**config.mk**
```make
export PLATFORM = sky130hd
export DESIGN_NAME = draw_fill
export DESIGN_NICKNAME = d
export VERILOG_FILES = /design/src/rtl/draw_fill.sv
export SDC_FILE = /design/constraint.sdc
export NUM_CORES = 1
export LEC_CHECK = 0
export ABC_AREA = 1
export BUFFER_PORTS_ARGS = -buffer_cell sky130_fd_sc_hd__buf_2
export CORE_ASPECT_RATIO = 1.75
export CORE_MARGIN = 2
export CORE_UTILIZATION = 30
export DETAILED_ROUTE_END_ITERATION = 16
export PLACE_DENSITY_LB_ADDON = 0.2
export SLEW_MARGIN = 20
export SYNTH_ARGS = -nofsm -noshare
export SYNTH_HDL_FRONTEND = slang
export SYNTH_SLANG_ARGS = --single-unit
```
**constraint.sdc**
```tcl
create_clock -name ACLK -period 1.9 [get_ports ACLK]
set_input_delay 0.38 -clock ACLK [delete_from_list [all_inputs] [get_ports ACLK]]
set_output_delay 0.38 -clock ACLK [all_outputs]
set_load 0.01 [all_outputs]
```
**src/rtl/draw_fill.sv**
```systemverilog
// AXI4 write-master rectangle filler: streams 128-byte bursts of one color
// into a frame buffer, one burst in flight at a time.
module draw_fill #(
  parameter int C_M_AXI_THREAD_ID_WIDTH = 1,
  parameter int C_M_AXI_ADDR_WIDTH      = 32,
  parameter int C_M_AXI_DATA_WIDTH      = 64
) (
  input  logic                               ACLK,
  input  logic                               ARST,
  input  logic                               START,
  input  logic [31:0]                        FILLADDR,
  input  logic [23:0]                        FILLCOLOR,
  input  logic [15:0]                        BURSTS,
  output logic                               BUSY,
  output logic                               DONE,
  output logic                               ERR,
  output logic [C_M_AXI_THREAD_ID_WIDTH-1:0] M_AXI_AWID,
  output logic [C_M_AXI_ADDR_WIDTH-1:0]      M_AXI_AWADDR,
  output logic [7:0]                         M_AXI_AWLEN,
  output logic [2:0]                         M_AXI_AWSIZE,
  output logic [1:0]                         M_AXI_AWBURST,
  output logic                               M_AXI_AWLOCK,
  output logic [3:0]                         M_AXI_AWCACHE,
  output logic [2:0]                         M_AXI_AWPROT,
  output logic [3:0]                         M_AXI_AWQOS,
  output logic [0:0]                         M_AXI_AWUSER,
  output logic                               M_AXI_AWVALID,
  input  logic                               M_AXI_AWREADY,
  output logic [C_M_AXI_DATA_WIDTH-1:0]      M_AXI_WDATA,
  output logic [C_M_AXI_DATA_WIDTH/8-1:0]    M_AXI_WSTRB,
  output logic                               M_AXI_WLAST,
  output logic [0:0]                         M_AXI_WUSER,
  output logic                               M_AXI_WVALID,
  input  logic                               M_AXI_WREADY,
  input  logic [C_M_AXI_THREAD_ID_WIDTH-1:0] M_AXI_BID,
  input  logic [1:0]                         M_AXI_BRESP,
  input  logic [0:0]                         M_AXI_BUSER,
  input  logic                               M_AXI_BVALID,
  output logic                               M_AXI_BREADY,
  output logic [C_M_AXI_THREAD_ID_WIDTH-1:0] M_AXI_ARID,
  output logic [C_M_AXI_ADDR_WIDTH-1:0]      M_AXI_ARADDR,
  output logic [7:0]                         M_AXI_ARLEN,
  output logic [2:0]                         M_AXI_ARSIZE,
  output logic [1:0]                         M_AXI_ARBURST,
  output logic                               M_AXI_ARLOCK,
  output logic [3:0]                         M_AXI_ARCACHE,
  output logic [2:0]                         M_AXI_ARPROT,
  output logic [3:0]                         M_AXI_ARQOS,
  output logic [0:0]                         M_AXI_ARUSER,
  output logic                               M_AXI_ARVALID,
  input  logic                               M_AXI_ARREADY,
  input  logic [C_M_AXI_THREAD_ID_WIDTH-1:0] M_AXI_RID,
  input  logic [C_M_AXI_DATA_WIDTH-1:0]      M_AXI_RDATA,
  input  logic [1:0]                         M_AXI_RRESP,
  input  logic                               M_AXI_RLAST,
  input  logic [0:0]                         M_AXI_RUSER,
  input  logic                               M_AXI_RVALID,
  output logic                               M_AXI_RREADY
);

  typedef enum logic [1:0] {
    IDLE,
    ADDR,
    DATA,
    RESP
  } state_t;

  state_t      state_q, state_d;
  logic [24:0] addr_q, addr_d;
  logic [23:0] color_q, color_d;
  logic [15:0] cnt_q, cnt_d;
  logic [3:0]  beat_q, beat_d;
  logic        err_q, err_d;
  logic        done_q, done_d;

  always_ff @(posedge ACLK) begin
    if (ARST) begin
      state_q <= IDLE;
      addr_q  <= '0;
      color_q <= '0;
      cnt_q   <= '0;
      beat_q  <= '0;
      err_q   <= 1'b0;
      done_q  <= 1'b0;
    end else begin
      state_q <= state_d;
      addr_q  <= addr_d;
      color_q <= color_d;
      cnt_q   <= cnt_d;
      beat_q  <= beat_d;
      err_q   <= err_d;
      done_q  <= done_d;
    end
  end

  always_comb begin
    state_d = state_q;
    addr_d  = addr_q;
    color_d = color_q;
    cnt_d   = cnt_q;
    beat_d  = beat_q;
    err_d   = err_q;
    done_d  = 1'b0;
    unique case (state_q)
      IDLE: begin
        if (START) begin
          err_d = 1'b0;
          if (BURSTS != 16'd0) begin
            addr_d  = FILLADDR[31:7];
            color_d = FILLCOLOR;
            cnt_d   = BURSTS;
            state_d = ADDR;
          end else begin
            done_d = 1'b1;
          end
        end
      end
      ADDR: begin
        if (M_AXI_AWREADY) begin
          beat_d  = 4'd0;
          state_d = DATA;
        end
      end
      DATA: begin
        if (M_AXI_WREADY) begin
          beat_d = beat_q + 4'd1;
          if (beat_q == 4'd15) state_d = RESP;
        end
      end
      RESP: begin
        if (M_AXI_BVALID) begin
          if (M_AXI_BRESP[1]) err_d = 1'b1;
          cnt_d  = cnt_q - 16'd1;
          // 128-byte step; 25-bit burst index wraps mod 2^32
          addr_d = addr_q + 25'd1;
          if (cnt_q == 16'd1) begin
            done_d  = 1'b1;
            state_d = IDLE;
          end else begin
            state_d = ADDR;
          end
        end
      end
      default: state_d = IDLE;
    endcase
  end

  assign BUSY = (state_q != IDLE);
  assign DONE = done_q;
  assign ERR  = err_q;

  assign M_AXI_AWID    = '0;
  assign M_AXI_AWADDR  = C_M_AXI_ADDR_WIDTH'({addr_q, 7'b0});
  assign M_AXI_AWLEN   = 8'd15;
  assign M_AXI_AWSIZE  = 3'd3;
  assign M_AXI_AWBURST = 2'b01;
  assign M_AXI_AWLOCK  = 1'b0;
  assign M_AXI_AWCACHE = 4'b0011;
  assign M_AXI_AWPROT  = 3'd0;
  assign M_AXI_AWQOS   = 4'd0;
  assign M_AXI_AWUSER  = 1'b0;
  assign M_AXI_AWVALID = (state_q == ADDR);

  assign M_AXI_WDATA  = C_M_AXI_DATA_WIDTH'({8'h00, color_q, 8'h00, color_q});
  assign M_AXI_WSTRB  = '1;
  assign M_AXI_WLAST  = (state_q == DATA) && (beat_q == 4'd15);
  assign M_AXI_WUSER  = 1'b0;
  assign M_AXI_WVALID = (state_q == DATA);

  assign M_AXI_BREADY = (state_q == RESP);

  assign M_AXI_ARID    = '0;
  assign M_AXI_ARADDR  = '0;
  assign M_AXI_ARLEN   = 8'd0;
  assign M_AXI_ARSIZE  = 3'd0;
  assign M_AXI_ARBURST = 2'b00;
  assign M_AXI_ARLOCK  = 1'b0;
  assign M_AXI_ARCACHE = 4'd0;
  assign M_AXI_ARPROT  = 3'd0;
  assign M_AXI_ARQOS   = 4'd0;
  assign M_AXI_ARUSER  = 1'b0;
  assign M_AXI_ARVALID = 1'b0;
  assign M_AXI_RREADY  = 1'b0;

  logic unused_ok;
  assign unused_ok = ^{FILLADDR[6:0], M_AXI_BID, M_AXI_BRESP[0],
                       M_AXI_BUSER, M_AXI_ARREADY, M_AXI_RID,
                       M_AXI_RDATA, M_AXI_RRESP, M_AXI_RLAST,
                       M_AXI_RUSER, M_AXI_RVALID};

endmodule

```
Word level (Yosys, flattened, before mapping)
Cells that the tools add are included.
{"block": "word_totals", "ff_bits": 73, "input_bits": 153, "out_inout_bits": 200, "word_cells": 61}
{"block": "classes", "n_mux": 28, "n_eq_ne": 12, "n_addsub": 3, "n_reduce_logical": 11}
{"cell": "two-way mux 25 bit", "count": 3}
{"cell": "case mux 25 bit (2 select lines)", "count": 1}
{"cell": "two-way mux 16 bit", "count": 3}
{"cell": "case mux 16 bit (2 select lines)", "count": 1}
{"cell": "adder 25 x 1 -> 25 bit, second input constant", "count": 1}
{"cell": "== test 16 x 1 -> 1 bit, second input constant", "count": 1}
{"cell": "nonzero test 16 bit", "count": 1}
{"cell": "subtractor 16 x 1 -> 16 bit, second input constant", "count": 1}
{"cell": "two-way mux 2 bit", "count": 6}
{"cell": "two-way mux 1 bit", "count": 8}
{"cell": "two-way mux 4 bit", "count": 2}
{"cell": "!= test 2 bit, second input constant", "count": 4}
{"cell": "case mux 2 bit (4 select lines)", "count": 1}
{"cell": "case mux 4 bit (2 select lines)", "count": 1}
{"cell": "AND reduction 4 bit", "count": 2}
{"cell": "!= test 2 x 1 -> 1 bit, second input constant", "count": 3}
{"cell": "AND reduction 3 bit", "count": 2}
{"cell": "AND reduction 6 bit", "count": 1}
{"cell": "nonzero test 2 bit", "count": 3}
{"cell": "adder 4 x 1 -> 4 bit, second input constant", "count": 1}
{"cell": "== test 2 bit, second input constant", "count": 2}
{"cell": "== test 4 bit, second input constant", "count": 1}
{"cell": "case mux 1 bit (2 select lines)", "count": 2}
{"cell": "== test 2 x 1 -> 1 bit, second input constant", "count": 1}
{"cell": "2 further kinds", "count": 2}

Longest topological paths before layout
{"block": "depth", "depth_word": 4, "mapped_depth": 11, "ltp_nobuf": 11}

Least setup slack after synthesis
No wires, ideal clock.
{"block": "synth_timing", "path_kind": "register -> register", "start": "register state_q[0]", "end": "register addr_q[9]", "setup_ns": 0.112, "path_slack_ns": 0.236, "synth_period_minus_slack_ns": 1.664, "path_stages_with_launch": 12, "arrival_ns": 1.552, "path_buffers": 3, "required_time_ns": 1.788, "path_cell_list": "dfxtp_1 -> ha_1 -> buf_2 -> inv_2 -> o22ai_2 -> inv_2 -> nand3_4 -> inv_2 -> buf_6 -> buf_6 -> a21oi_2 -> nor2_1"}
{"block": "synth_via", "elab_chain_len": 3, "word_cells_on_any_way": 8, "cone_classes": "eq/ne: 4; mux: 1; reduce/logical: 3"}
{"item": "from (decl)", "line_no": "68", "text": "state_t state_q, state_d;"}
{"item": "from (signal assigned)", "line_no": "86", "text": "state_q <= state_d;"}
{"item": "== test 2 bit *"}
{"item": "via M_AXI_BREADY", "line_no": "39", "text": "output logic M_AXI_BREADY,"}
{"item": "!= test 2 bit (no source line) or nonzero test 2 bit (tied branches)"}
{"item": "AND reduction 4 bit (no source line)"}
{"item": "to (signal assigned)", "line_no": "87", "text": "addr_q <= addr_d;"}
{"item": "to (decl)", "line_no": "69", "text": "logic [24:0] addr_q, addr_d;"}
The timed path passes the listed nets; every way through them passes the cells marked *.
A chain may end at the register's enable or synchronous reset.

Worst setup path after layout
{"block": "layout_timing", "start": "register state_q[0]", "end": "output M_AXI_WLAST"}
{"block": "layout_via", "elab_chain_len": 2}
{"item": "== test 2 bit", "line_no": "166", "text": "assign M_AXI_WLAST = (state_q == DATA) && (beat_q == 4'd15);"}
{"item": "logical AND 1 bit", "line_no": "166"}
{"item": "to (decl)", "line_no": "31", "text": "output logic M_AXI_WLAST,"}
Every way passes these cells.

==> summary.md <==
| Metric | Value |
|---|---|
| Run status | complete, no violations |
| Pin count of the biggest net entering global routing | 39 |
| Logic gate share of total power | a little under half |
| Critical path fanouts, max | 5 |
| TritonCTS clock tree | built |
| Post-synthesis instance total | 867 |
| Starting Density | a little under a third |
| Hold/Removal Path Class | in -> reg |
| Fraction of layout instances using a drive strength above 1 | 22.08% |
| H-tree Lvls | 3 |
| Minimum period implied by the final worst setup slack | around 1.8 ns |
| Total power density per cell area | around 1400 mW/mm^2 |
| Proportion of total power due to net switching | between 40 and 50% |
| Clock latency of the later-clocked register in the worst-skew pair | 0.34 ns |
| Count of state elements after synthesis | 73 |
| Data required time of the critical path | roughly 1.5 ns |
| Net total in the final layout | 1159 |
| Antenna Diode Count | 0 |
| Via count of the first global-routing pass | roughly 5000 |
| Count of final max-slew check failures | 0 |
| Critical path startpoint | state_q[0] |
| Final clock skew | about 0.011 ns |
| Int Power | roughly 4.8 mW |
| Hold buffer count at cts | 0 |
| LEAKAGE | ~3.1 nW |
| Share of synthesized flip-flops with an asynchronous set or reset | 0% |
| Most common cell type on the critical path | sky130_fd_sc_hd__inv_1 |
| Launch point of the worst reg-to-reg path | state_q[1] |
| Register share of total power | a little under a third |
| DR DRC count | 0 |
| Startpoint of the lowest-slack hold path | FILLCOLOR[17] |
| Leading area contributor after synthesis | sky130_fd_sc_hd__dfxtp_1 |
| Count of routing violations after the opening detailed-route iteration | 200 |
| Total core area | 0.01797 mm^2 |
| Clock Pin Slew Worst Setup and Hold Paths | around 0.060 ns |
| First-pass GRT wire length | around 25 mm |
| Number of setup violations in the final report | 0 |
| Delay of the slowest cell on the worst path | approximately 0.38 ns |
| Power, Total | 8.642 mW |
| Ys flop type | sky130_fd_sc_hd__dfxtp_1 |
| Filler-free cell count of the finished design | about 1200 |
| Final Wtd Congestion | about 0.9 |
| Top cells by instance count after synthesis | 204 x sky130_fd_sc_hd__nand2_1, 152 x sky130_fd_sc_hd__nor2_1, 144 x sky130_fd_sc_hd__buf_4 |
| GRT Total Usage | 16.65% |
| Post-DP HPWL | about 13 mm |
| EDFF count, synth | 0 |
| # IOs | 353 |
| Startpoint class of the critical path | flop |
| Die Ht | between 150 and 200 um |
| Unrepaired setup endpoints after global routing | false |
| Maximum root-to-sink buffer count | 2 |
| Fmax achieved | around 560 MHz |
| Met2 Usage GRT | between 30% and 40% |
| Clk network pwr share | a little over a fifth |
| Placement row count | 65 |
| Post-DR wirelength/cell | around 13 um |
| Number of max-cap violations | 0 |
| Die area | roughly 0.019 mm^2 |
| Register area share after synthesis | 26.70% |
| Residual overflow from global routing | 0 |
| Count of warnings emitted by yosys | 0 |
| Type of element capturing the critical path | output pin |
| Routed via count | around 5400 |
| Drt via density | around 4.3 |
| Library cell with the highest instance count after synthesis | sky130_fd_sc_hd__nand2_1 |
| Mean cell area of the mapped netlist | roughly 6.3 um^2 |
| Initial antenna violation count | 1 |
| Count of placed standard cells including taps | 1219 |
| Clock root cell | sky130_fd_sc_hd__clkbuf_16 |
| Kind of critical path | reg -> out |
| TritonCTS buffer count | 9 |
| Met1 global-route usage | between 10% and 20% |
| Final hold violation count | 0 |
| Grt peak-use layer | met2 |
| Count of different cell masters after synthesis | 35 |
| Global-route track usage on met3 | under 10% |
| Data arrival time of the worst path | 1.41 ns |
| Cells along the critical path | inv_1 -> buf_4 -> ha_1 -> inv_1 -> nor2_1 -> buf_2 |
| Routed Wire Length | roughly 16 mm |
| Die Wd | about 110 um |
| Post-synthesis to final-layout area growth | 15.32% |
| Pre-antenna DRT Iters | 6 |
| TritonCTS Sinks | 73 |
| Slowest cell on crit path | sky130_fd_sc_hd__dfxtp_4 |
| Maximum VDD drop | between 0.0005 and 0.0006 V |
| Mapped cell area | 0.005473 mm^2 |
| Final period utilization | between 90 and 100% |
| Area share of the largest cell type after synthesis | 26.70% |
| Antenna Nets Post-Route | 0 |
| Number of buffers added on ports | ~150 |
| Top cells by area, synth | sky130_fd_sc_hd__dfxtp_1 27%, sky130_fd_sc_hd__buf_4 20%, sky130_fd_sc_hd__nand2_1 14%, sky130_fd_sc_hd__nor2_1 10%, sky130_fd_sc_hd__o21ai_0 5.3% |
| Net Switching | ~3.9 mW |
sequential cells by signal, indices dropped and copies added, names as in the netlist:
signal and flops:
state_q 2, beat_q 4, cnt_q 16, color_q 24, DONE 1, addr_q 25
ERR 1
power groups by stage:
stage                     clock network [mW]  logic, mW  registers [mW]
after global routing                    1.97       4.73            2.76
after detailed placement                   0       4.10            2.70
after floorplan                            0       2.97            2.74
after CTS                               1.92       4.13            2.66
after global placement                     0       4.09            2.68
final                                   1.86       4.12            2.66
kinds of logic after synthesis:
kind of cell / Yosys count / share of synthesized area [%]
buf+inv: 226 / 26.25
compound gates: 111 / 10.68
flops: 73 / 26.70
fa+ha+maj: 9 / 2.058
simple gates: 440 / 33.22
other cells: 2 / 0.1372
xor+xnor: 6 / 0.9602
path summary, 6_finish.rpt:
| kind | to | slack [ns] | cells after the start |
|---|---|---|---|
| hold reg to reg | cnt_q[14] | 0.48 | 2 |
| setup / recovery | M_AXI_WLAST | 0.11 | 6 |
| hold / removal | color_q[17] | 0.28 | 3 |
| setup reg to reg | addr_q[19] | 0.16 | 10 |
critical path: cells and delay by family (launching register included):
kind,cells,cell delay [ns]
adders and majority gates,1,0.21
buffers and inverters,4,0.43
DFF,1,0.38
and+or+nand+nor,1,0.06
layout make-up:
| cell class | count | area, um^2 |
|---|---|---|
| Clock buffer | 10 | 239.0 |
| Clock inverter | 5 | 80.08 |
| Fill cell | 2107 | 11660 |
| Inverter | 52 | 202.7 |
| Multi-Input combinational cell | 686 | 3033 |
| Sequential cell | 73 | 1465 |
| Tap cell | 234 | 292.8 |
| Timing Repair Buffer | 175 | 998.5 |
repair_timing:
item,4_1_cts,5_1_grt
buffers inserted,0,0
hold endpoints to repair,0,0
gates cloned,0,1
endpoints found under the setup margin,9,24
gates resized for setup,1,8
through the flow:
stage | utilization (%) | hold slack (ns) | worst slack (ns) | TNS (ns) | instance area (um^2)
after floorplan | - | 0.4575 | 0.2365 | 0 | 5916
after global placement | 33.02 | 0.4696 | -0.03334 | -0.1327 | 5936
after detailed placement | 33.02 | 0.4739 | -0.07065 | -0.2874 | 5936
after CTS | 34.81 | 0.2773 | 0.01057 | 0 | 6257
after global routing | 35.11 | 0.2952 | 0.01569 | 0 | 6311
final | 35.11 | 0.2837 | 0.1062 | 0 | 6311
layer usage:
| metal | share of wire, % | up-vias |
|---|---|---|
| met4 | 1.4 | 2 |
| met2 | 56 | 243 |
| met5 | 0.067 | - |
| met1 | 36 | 2383 |
| li1 | - | 2725 |
| met3 | 6.1 | 15 |
placed cells by master, fill, tap and decap left out, drive strengths merged, types with 3 or more instances in the layout:
cell type,synthesis,layout
buf,163,174
xnor2,4,4
nand3,52,52
inv,52,52
or2,8,8
dfxtp,73,73
conb,2,120
clkbuf,11,11
nand4,6,6
nor3,3,3
ha,9,9
o21ai,60,60
nor2,162,162
a21oi,43,43
nand2,205,205
Power figures use the tool's default switching activity.
